<file path="config.mk">
export PLATFORM = sky130hd
export DESIGN_NAME = deserializer_1_to_10
export DESIGN_NICKNAME = d
export VERILOG_FILES = /design/src/rtl/tmds_pkg.sv /design/src/rtl/tmds_token_detect.sv /design/src/rtl/deserializer_1_to_10.sv
export SDC_FILE = /design/constraint.sdc
export NUM_CORES = 1
export LEC_CHECK = 0
export CORE_ASPECT_RATIO = 1.75
export CORE_MARGIN = 1.5
export CORE_UTILIZATION = 34
export CTS_BUF_LIST = sky130_fd_sc_hd__clkbuf_4 sky130_fd_sc_hd__clkbuf_8
export DETAILED_ROUTE_END_ITERATION = 16
export PLACE_DENSITY = 0.56
export SETUP_SLACK_MARGIN = 0.5
export SLEW_MARGIN = 40
export SYNTH_ARGS = -nofsm -noshare
export SYNTH_HDL_FRONTEND = slang
export SYNTH_HIERARCHICAL = 1
export SYNTH_SLANG_ARGS = --single-unit
</file>
<file path="constraint.sdc">
create_clock -name serial_clk_5x -period 6.6 [get_ports serial_clk_5x]
set_input_delay 0.99 -clock serial_clk_5x [delete_from_list [all_inputs] [get_ports serial_clk_5x]]
set_output_delay 0.99 -clock serial_clk_5x [all_outputs]
set_load 0.05 [all_outputs]
</file>
<file path="src/rtl/tmds_pkg.sv">
`default_nettype none
// tmds_pkg: TMDS control-token constants and word-alignment FSM encoding. Rev 1.0
package tmds_pkg;

  localparam logic [9:0] TMDS_CTRL_00 = 10'h354;
  localparam logic [9:0] TMDS_CTRL_01 = 10'h0AB;
  localparam logic [9:0] TMDS_CTRL_10 = 10'h154;
  localparam logic [9:0] TMDS_CTRL_11 = 10'h2AB;

  typedef enum logic [1:0] {
    ST_SEARCH = 2'd0,
    ST_VERIFY = 2'd1,
    ST_LOCKED = 2'd2
  } align_state_t;

  // Bit offsets cover the ten alignments of a 10-bit character.
  function automatic logic [3:0] next_offset(input logic [3:0] off);
    return (off == 4'd9) ? 4'd0 : off + 4'd1;
  endfunction

endpackage
`default_nettype wire

</file>
<file path="src/rtl/tmds_token_detect.sv">
`default_nettype none
// tmds_token_detect: flags a 10-bit word equal to any of the four TMDS control tokens. Rev 1.0
module tmds_token_detect
  import tmds_pkg::*;
(
  input  logic [9:0] word,
  output logic       hit
);

  always_comb begin
    hit = (word == TMDS_CTRL_00) || (word == TMDS_CTRL_01) ||
          (word == TMDS_CTRL_10) || (word == TMDS_CTRL_11);
  end

endmodule
`default_nettype wire

</file>
<file path="src/rtl/deserializer_1_to_10.sv">
`default_nettype none
// deserializer_1_to_10: TMDS 1:10 deserializer in the 5x serial clock domain with
// control-token word alignment and lock reporting. Rev 1.0
module deserializer_1_to_10
  import tmds_pkg::*;
#(
  parameter int LOCK_CNT     = 8,
  parameter int SEARCH_WORDS = 2048,
  parameter int LOSS_WORDS   = 4096
) (
  input  logic       serial_clk_5x,
  input  logic       rst_n,
  input  logic       datain_rise,
  input  logic       datain_fall,
  output logic [9:0] paralell_data,
  output logic       data_valid,
  output logic       ctrl_token,
  output logic       locked,
  output logic [3:0] bit_offset
);

  localparam int RUN_W    = (LOCK_CNT > 1) ? $clog2(LOCK_CNT) : 1;
  localparam int MISS_MAX = (SEARCH_WORDS > LOSS_WORDS) ? SEARCH_WORDS : LOSS_WORDS;
  localparam int MISS_W   = (MISS_MAX > 1) ? $clog2(MISS_MAX) : 1;

  localparam logic [RUN_W-1:0]  RUN_LAST    = RUN_W'(LOCK_CNT - 1);
  localparam logic [MISS_W-1:0] SEARCH_LAST = MISS_W'(SEARCH_WORDS - 1);
  localparam logic [MISS_W-1:0] LOSS_LAST   = MISS_W'(LOSS_WORDS - 1);

  logic [19:0]       sr;
  logic [2:0]        phase_cnt;
  logic              word_evt;
  logic [9:0]        window;
  logic              token_hit;

  align_state_t      state, state_nxt;
  logic [RUN_W-1:0]  run_cnt, run_nxt, run_inc;
  logic [MISS_W-1:0] miss_cnt, miss_nxt, miss_inc;
  logic [3:0]        offset_nxt;
  logic              locked_nxt;

  assign word_evt = (phase_cnt == 3'd4);
  assign window   = 10'(sr >> bit_offset);

  tmds_token_detect u_token_detect (
    .word (window),
    .hit  (token_hit)
  );

  // Serial capture and word strobe; the window samples sr before this edge's shift.
  always_ff @(posedge serial_clk_5x or negedge rst_n) begin
    if (!rst_n) begin
      sr            <= '0;
      phase_cnt     <= '0;
      paralell_data <= '0;
      data_valid    <= 1'b0;
      ctrl_token    <= 1'b0;
    end else begin
      sr         <= {datain_fall, datain_rise, sr[19:2]};
      phase_cnt  <= word_evt ? 3'd0 : phase_cnt + 3'd1;
      data_valid <= word_evt;
      if (word_evt) begin
        paralell_data <= window;
        ctrl_token    <= token_hit;
      end
    end
  end

  always_ff @(posedge serial_clk_5x or negedge rst_n) begin
    if (!rst_n) begin
      state      <= ST_SEARCH;
      run_cnt    <= '0;
      miss_cnt   <= '0;
      bit_offset <= '0;
      locked     <= 1'b0;
    end else begin
      state      <= state_nxt;
      run_cnt    <= run_nxt;
      miss_cnt   <= miss_nxt;
      bit_offset <= offset_nxt;
      locked     <= locked_nxt;
    end
  end

  assign run_inc  = (run_cnt == '1) ? run_cnt : run_cnt + 1'b1;
  assign miss_inc = (miss_cnt == '1) ? miss_cnt : miss_cnt + 1'b1;

  always_comb begin
    state_nxt  = state;
    run_nxt    = run_cnt;
    miss_nxt   = miss_cnt;
    offset_nxt = bit_offset;
    locked_nxt = locked;
    if (word_evt) begin
      case (state)
        ST_SEARCH: begin
          if (token_hit) begin
            state_nxt = ST_VERIFY;
            run_nxt   = RUN_W'(1);
            miss_nxt  = '0;
          end else if (miss_cnt == SEARCH_LAST) begin
            offset_nxt = next_offset(bit_offset);
            miss_nxt   = '0;
          end else begin
            miss_nxt = miss_inc;
          end
        end
        ST_VERIFY: begin
          if (token_hit) begin
            if (run_cnt == RUN_LAST) begin
              state_nxt  = ST_LOCKED;
              locked_nxt = 1'b1;
            end else begin
              run_nxt = run_inc;
            end
          end else begin
            state_nxt  = ST_SEARCH;
            offset_nxt = next_offset(bit_offset);
            run_nxt    = '0;
            miss_nxt   = '0;
          end
        end
        ST_LOCKED: begin
          // Only a long token drought drops lock; the offset is kept for re-acquisition.
          if (token_hit) begin
            miss_nxt = '0;
          end else if (miss_cnt == LOSS_LAST) begin
            state_nxt  = ST_SEARCH;
            locked_nxt = 1'b0;
            miss_nxt   = '0;
          end else begin
            miss_nxt = miss_inc;
          end
        end
        default: state_nxt = ST_SEARCH;
      endcase
    end
  end

endmodule
`default_nettype wire
</file>
# After elaboration in Yosys (flattened, before gate mapping)
# Index checks and enable logic that the tools add are counted.
classes:
  eq_ne: 21
  shift: 1
  reduce_logical: 12
  muxes: 28
  add_sub_neg: 4
op_table:
  columns: ["operator", "n"]
  rows:
  - ["12-bit two-way mux", 6]
  - ["12-bit case mux with 3 select lines", 1]
  - ["10-bit == test, second input constant", 2]
  - ["20-bit by 4-bit right shift with 10-bit output", 1]
  - ["4-bit two-way mux", 4]
  - ["2-bit inequality test, second input constant", 8]
  - ["12-bit by 1-bit adder with 12-bit output, second input constant", 1]
  - ["12-bit by 11-bit == test with 1-bit output, second input constant", 1]
  - ["12-bit == test, second input constant", 1]
  - ["3-bit two-way mux", 4]
  - ["10-bit by 8-bit == test with 1-bit output, second input constant", 1]
  - ["10-bit by 9-bit == test with 1-bit output, second input constant", 1]
  - ["2-bit two-way mux", 5]
  - ["5-bit AND reduction", 2]
  - ["4-bit case mux with 2 select lines", 1]
  - ["3-bit by 1-bit adder with 3-bit output, second input constant", 2]
  - ["3-bit == test, second input constant", 2]
  - ["3-bit inequality test, second input constant", 2]
  - ["2-bit case mux with 3 select lines", 1]
  - ["3-bit case mux with 2 select lines", 1]
  - ["6-bit AND reduction", 1]
  - ["4-bit by 1-bit adder with 4-bit output, second input constant", 1]
  - ["4-bit == test, second input constant", 1]
  - ["1-bit two-way mux", 4]
  - ["9 further kinds", 12]
word_totals:
  register_bits: 57

# Longest topological paths before layout
logic_depth:
  depth_word: 7
  depth_mapped: 17
  depth_no_buf: 13

# Modules after synthesis
# Netlist, hierarchy kept.
modules_own_cells:
  columns: ["module", "area_each_um2", "n_inst", "cells_each"]
  rows:
  - ["deserializer_1_to_10", 3183.1, 1, 300]
  - ["tmds_token_detect", 57.6, 1, 7]

# Worst setup path after synthesis
# No wires, ideal clock.
synth_path:
  path_type: "flip-flop to flip-flop"
  from: "reg bit_offset[1]"
  to: "reg miss_cnt[3]"
  path_buffers: 4
  path_slack_ns: 2.908
  arrival_time_ns: 3.610
  required_time_ns: 6.518
  setup_time_ns: 0.082
  path_stages_with_launch: 16
  cell_sequence: "dfrtp_1 > buf_6 > buf_12 > mux4_1 > mux2i_1 > nand2_1 > o21a_1 > and4b_2 > nand4b_1 > o21ai_1 > clkbuf_1 > or4_1 > o21ba_2 > buf_4 > o21ai_0 > a31oi_1"
synth_via:
  elab_chain_cells: 7
  elab_cells_between_ends: 13
  classes_between: "eq/ne: 5; shift: 1; mux: 3; reduce/logical: 4"
synth_lines:
  columns: ["element", "line_no", "rtl"]
  rows:
  - ["start: declaration", "deserializer_1_to_10.sv:19", "output logic [3:0] bit_offset"]
  - ["start signal: assignment", "deserializer_1_to_10.sv:80", "bit_offset <= offset_nxt;"]
  - ["20-bit by 4-bit right shift with 10-bit output (*)", "deserializer_1_to_10.sv:43", "assign window = 10'(sr >> bit_offset);"]
  - ["via window[4]", "deserializer_1_to_10.sv:33", "logic [9:0] window;"]
  - ["10-bit == test or 10-bit by 8-bit == test with 1-bit output (tied branches)", "tmds_token_detect.sv:11", "hit = (word == TMDS_CTRL_00) || (word == TMDS_CTRL_01) ||"]
  - ["1-bit logical OR (2 in a row)", "tmds_token_detect.sv:11", null]
  - ["1-bit logical OR (*)", "tmds_token_detect.sv:12", "(word == TMDS_CTRL_10) || (word == TMDS_CTRL_11);"]
  - ["via token_hit", "deserializer_1_to_10.sv:34", "logic token_hit;"]
  - ["12-bit two-way mux (tied with other cells)", "deserializer_1_to_10.sv:125", "if (token_hit) begin"]
  - ["12-bit case mux with 3 select lines or 3-bit AND reduction (tied branches)", null, null]
  - ["end signal: assignment", "deserializer_1_to_10.sv:79", "miss_cnt <= miss_nxt;"]
  - ["end: declaration", "deserializer_1_to_10.sv:38", "logic [MISS_W-1:0] miss_cnt, miss_nxt, miss_inc;"]
# Mark *: on every way through the listed nets, which the timed path passes. The rest lies on a longest branch.
# A chain may end at the register's enable or synchronous reset.

# Worst setup path in the final report
layout_path:
  from: "reg bit_offset[1]"
  to: "reg run_cnt[0]"
layout_via:
  elab_chain_cells: 7
  elab_cells_between_ends: 13
  classes_between: "eq/ne: 6; shift: 1; mux: 2; reduce/logical: 4"
layout_lines:
  columns: ["element", "line_no", "rtl"]
  rows:
  - ["20-bit by 4-bit right shift with 10-bit output (*)", "deserializer_1_to_10.sv:43", null]
  - ["via window[8]", "deserializer_1_to_10.sv:33", null]
  - ["10-bit == test or 10-bit by 8-bit == test with 1-bit output (tied branches)", "tmds_token_detect.sv:11", null]
  - ["1-bit logical OR (2 in a row)", "tmds_token_detect.sv:11", null]
  - ["1-bit logical OR (*)", "tmds_token_detect.sv:12", null]
  - ["via token_hit", "deserializer_1_to_10.sv:34", null]
  - ["3-bit inequality test (no line) (tied with other cells)", null, null]
  - ["4-bit AND reduction (no line) or 3-bit case mux with 2 select lines (tied branches)", null, null]
  - ["end signal: assignment", "deserializer_1_to_10.sv:78", "run_cnt <= run_nxt;"]
  - ["end: declaration", "deserializer_1_to_10.sv:37", "logic [RUN_W-1:0] run_cnt, run_nxt, run_inc;"]
# Marks and branches as above.

==> results_dict.tcl <==
set metrics [dict create \
    p_int_mw 0.603 \
    synth_area_leaders "dfrtp_1, mux2_2, mux2i_1" \
    coreArea_um2 9350 \
    n_antenna_cell 0 \
    clk_latency_ns 0.36 \
    dp_hpwl_um 5800 \
    synthToLayoutAreaGrowth_pct 14.9 \
    crit_required_ns 6.84 \
    drt-vias-per-instance 5.47 \
    path_clk_slew_ns 0.07 \
    die_height_um 132 \
    vias 2449 \
    status "finished clean" \
    postCtsHoldBufs 0 \
    synth-main-ff-cell "dfrtp_1" \
    nNetsFinal 335 \
    finalNonFillerCells 448 \
    finalHoldViolCount 0 \
    wl_per_cell_um 17.9 \
    clock_sinks 57 \
    power.switching_mw 0.195 \
    cts_root_buffer "clkbuf_8" \
    fin_crit_sh_pct 59.7 \
    fin_setup_tns_ns 0 \
    yosysWarnings 6 \
    firstDrtPassIters 4 \
    rsz0062_at_grt "false" \
    clock_path_buffers 2 \
    p_seq_share_pct 46.8 \
    finalWirelength_um 8020 \
    synthTopCellsByCount "dfrtp_1, nand2_1, nor2_1" \
    critPathCaptureType "register" \
    slowest_stage "dfrtp_2" \
    use_met2_pct 29.3 \
    netlist_area_um2 3240 \
    ys_seq_area_share_pct 44.0 \
    p_per_area_nw_per_um2 214 \
    grt_max_degree 58 \
    drive_gt1_share_pct 15.6 \
    cp.arrival_ns 4.19 \
    gr-total-overflow 0 \
    syn_nets 321 \
    cts_tree "yes" \
    post-route-min-period_ns 3.94 \
    io_buffers 20 \
    pwr-share-clk_pct 46.2 \
    drt-initial-drc-count 147 \
    postLayoutCoreUtil_pct 39.8 \
    syn-instance-count 307 \
    synthMostInstantiatedCell "dfrtp_1" \
    tightestPinTransition_ns 0.685 \
    drv_slew 0 \
    use_met1_pct 17.2 \
    worst-path-buf-inv 0 \
    path_delay_family "compound AO/OA/AOI/OAI gates" \
    critical_path.cell_chain "mux4_1 -> mux2i_1 -> o21ai_0 -> nor4b_2 -> nand3b_1 -> o21ai_1 -> nor2_1 -> a2111oi_2 -> mux2_2" \
    swShare_pct 24.4 \
    path_class "reg -> reg" \
    rows 47 \
    busiest_layer "met2" \
    cts_resized 0 \
    hp-class "reg -> reg" \
    setup_viol 0 \
    grt_use_total_pct 16.9 \
    ys_ff_latch 57 \
    async_reset_ff_share_pct 100 \
    drv_cap 0 \
    synth_area_leader_cell "dfrtp_1" \
    p_leak_nw 1.56 \
    antenna_found_initial 0 \
    synth_edf_count 0 \
    die_w_um 76.8 \
    startpoint_type "register" \
    antenna_left 0 \
    synth.distinct_cells 58 \
    grtUsageMet3_pct 4.08 \
    drc 0 \
    grt_pass1_vias 2523 \
    initial_core_util_pct 34.7 \
    fin_skew_ns 0.00709 \
    htreeDepth 3 \
    cts_setup_buffers 0 \
    cp_slowest_stage_delay_ns 0.72 \
    avgSynthCellArea_um2 10.6 \
    placed_cells 432 \
    dieArea_um2 10100 \
    power.share.combinational_pct 7.0 \
    slew_headroom_pct 54.0 \
    synth_top_area_share_pct 44.0 \
    io_pins 21 \
    grt_pass1_wl_um 12900 \
    ir_worst_vdd_mv 0.0925 \
    cp_max_fo 25 \
    cts_made_buffers 9 \
    fmax_mhz 254 \
    gp_congestion 0.900 \
]
[sequential cells by signal, summed over array words and instances, names as in the netlist]
register / flops
paralell_data: 10
sr: 20
locked: 1
state: 2
ctrl_token: 1
run_cnt: 3
miss_cnt: 12
data_valid: 1
phase_cnt: 3
bit_offset: 4
[power by group through the flow]
stage	logic, mW	clock network (mW)	registers (mW)
final	0.0556	0.369	0.374
after global routing	0.0606	0.393	0.375
after CTS	0.0560	0.377	0.374
after detailed placement	0.0558	0	0.380
after global placement	0.0553	0	0.380
after floorplan	0.0234	0	0.386
[cells in the final DEF, fill, tap and decap left out, drive strengths merged, types with 2 or more instances in the layout]
cell type and instances:
and2 3, and4 3, mux4 9, o22ai 2
bufinv 2, mux2 18, ha 10, o21ba 2
nor3 3, and3 4, nor2 25, a32o 2
clkdlybuf4s50 19, nand2 27, a31oi 7, dfrtp 57
inv 17, nand4 7, a2111oi 2, clkinv 2
clkbuf 11, o31ai 2, o21ai 20, clkinvlp 2
nor2b 2, nand2b 2, buf 3, nand3 7
a21oi 14, nand3b 3, a22o 4, nand4b 2
mux2i 13
[kinds of logic (layout without fill, tap and decap cells)]
| kind of cell | Yosys count | after routing | synth area share (%) |
|---|---|---|---|
| compound gates | 68 | 68 | 14.4 |
| xor+xnor | 2 | 2 | 0.541 |
| fa+ha+maj | 10 | 10 | 3.86 |
| buf+inv | 37 | 56 | 5.33 |
| flops | 57 | 57 | 44.0 |
| mux | 40 | 40 | 17.2 |
| simple gates | 93 | 93 | 14.6 |
[area by class of cell]
cell class / count / area, um2
fillers: 918 / 5630
multi-input cells: 213 / 1640
flip-flops and latches: 57 / 1430
repair buffers: 22 / 214
well taps: 122 / 153
clock buffers: 11 / 139
clock inverters: 5 / 80.1
inverters: 18 / 67.6
[worst register-to-register path, stage by stage (launching register included)]
cell       delay (ns)
dfrtp_2          0.72
mux4_1           0.63
mux2i_1          0.22
o21ai_0          0.19
nor4b_2          0.29
nand3b_1         0.10
o21ai_1          0.57
nor2_1           0.16
a2111oi_2        0.56
mux2_2           0.39
[worst paths after layout]
| path | slack (ns) | from | cells after the start | endpoint |
|---|---|---|---|---|
| max | 2.66 | bit_offset[1] | 9 | run_cnt[0] |
| min | 0.41 | sr[14] | 0 | sr[12] |
| max reg2reg | 2.66 | bit_offset[1] | 9 | run_cnt[0] |
| min reg2reg | 0.41 | sr[14] | 0 | sr[12] |
| max in group asynchronous | 5.52 | rst_n | 2 | bit_offset[1] |
| min in group asynchronous | 0.69 | rst_n | 2 | sr[2] |
[per-layer routing]
metal  vias up  share of wire, %
li1       1150                 -
met1      1217                37
met2        53                55
met3        29               3.2
met4         0               5.2
met5         -                 0
[through the flow]
stage	cell area [um2]	hold slack, ns	total power, mW	setup WS (ns)
CTS	3720	0.416	0.807	2.64
global placement	3500	0.394	0.435	2.46
global route	3720	0.422	0.828	2.37
detailed placement	3500	0.401	0.436	2.65
finish	3720	0.409	0.798	2.66
floorplan	3240	0.362	0.409	2.91
Power figures use the tool's default switching activity.
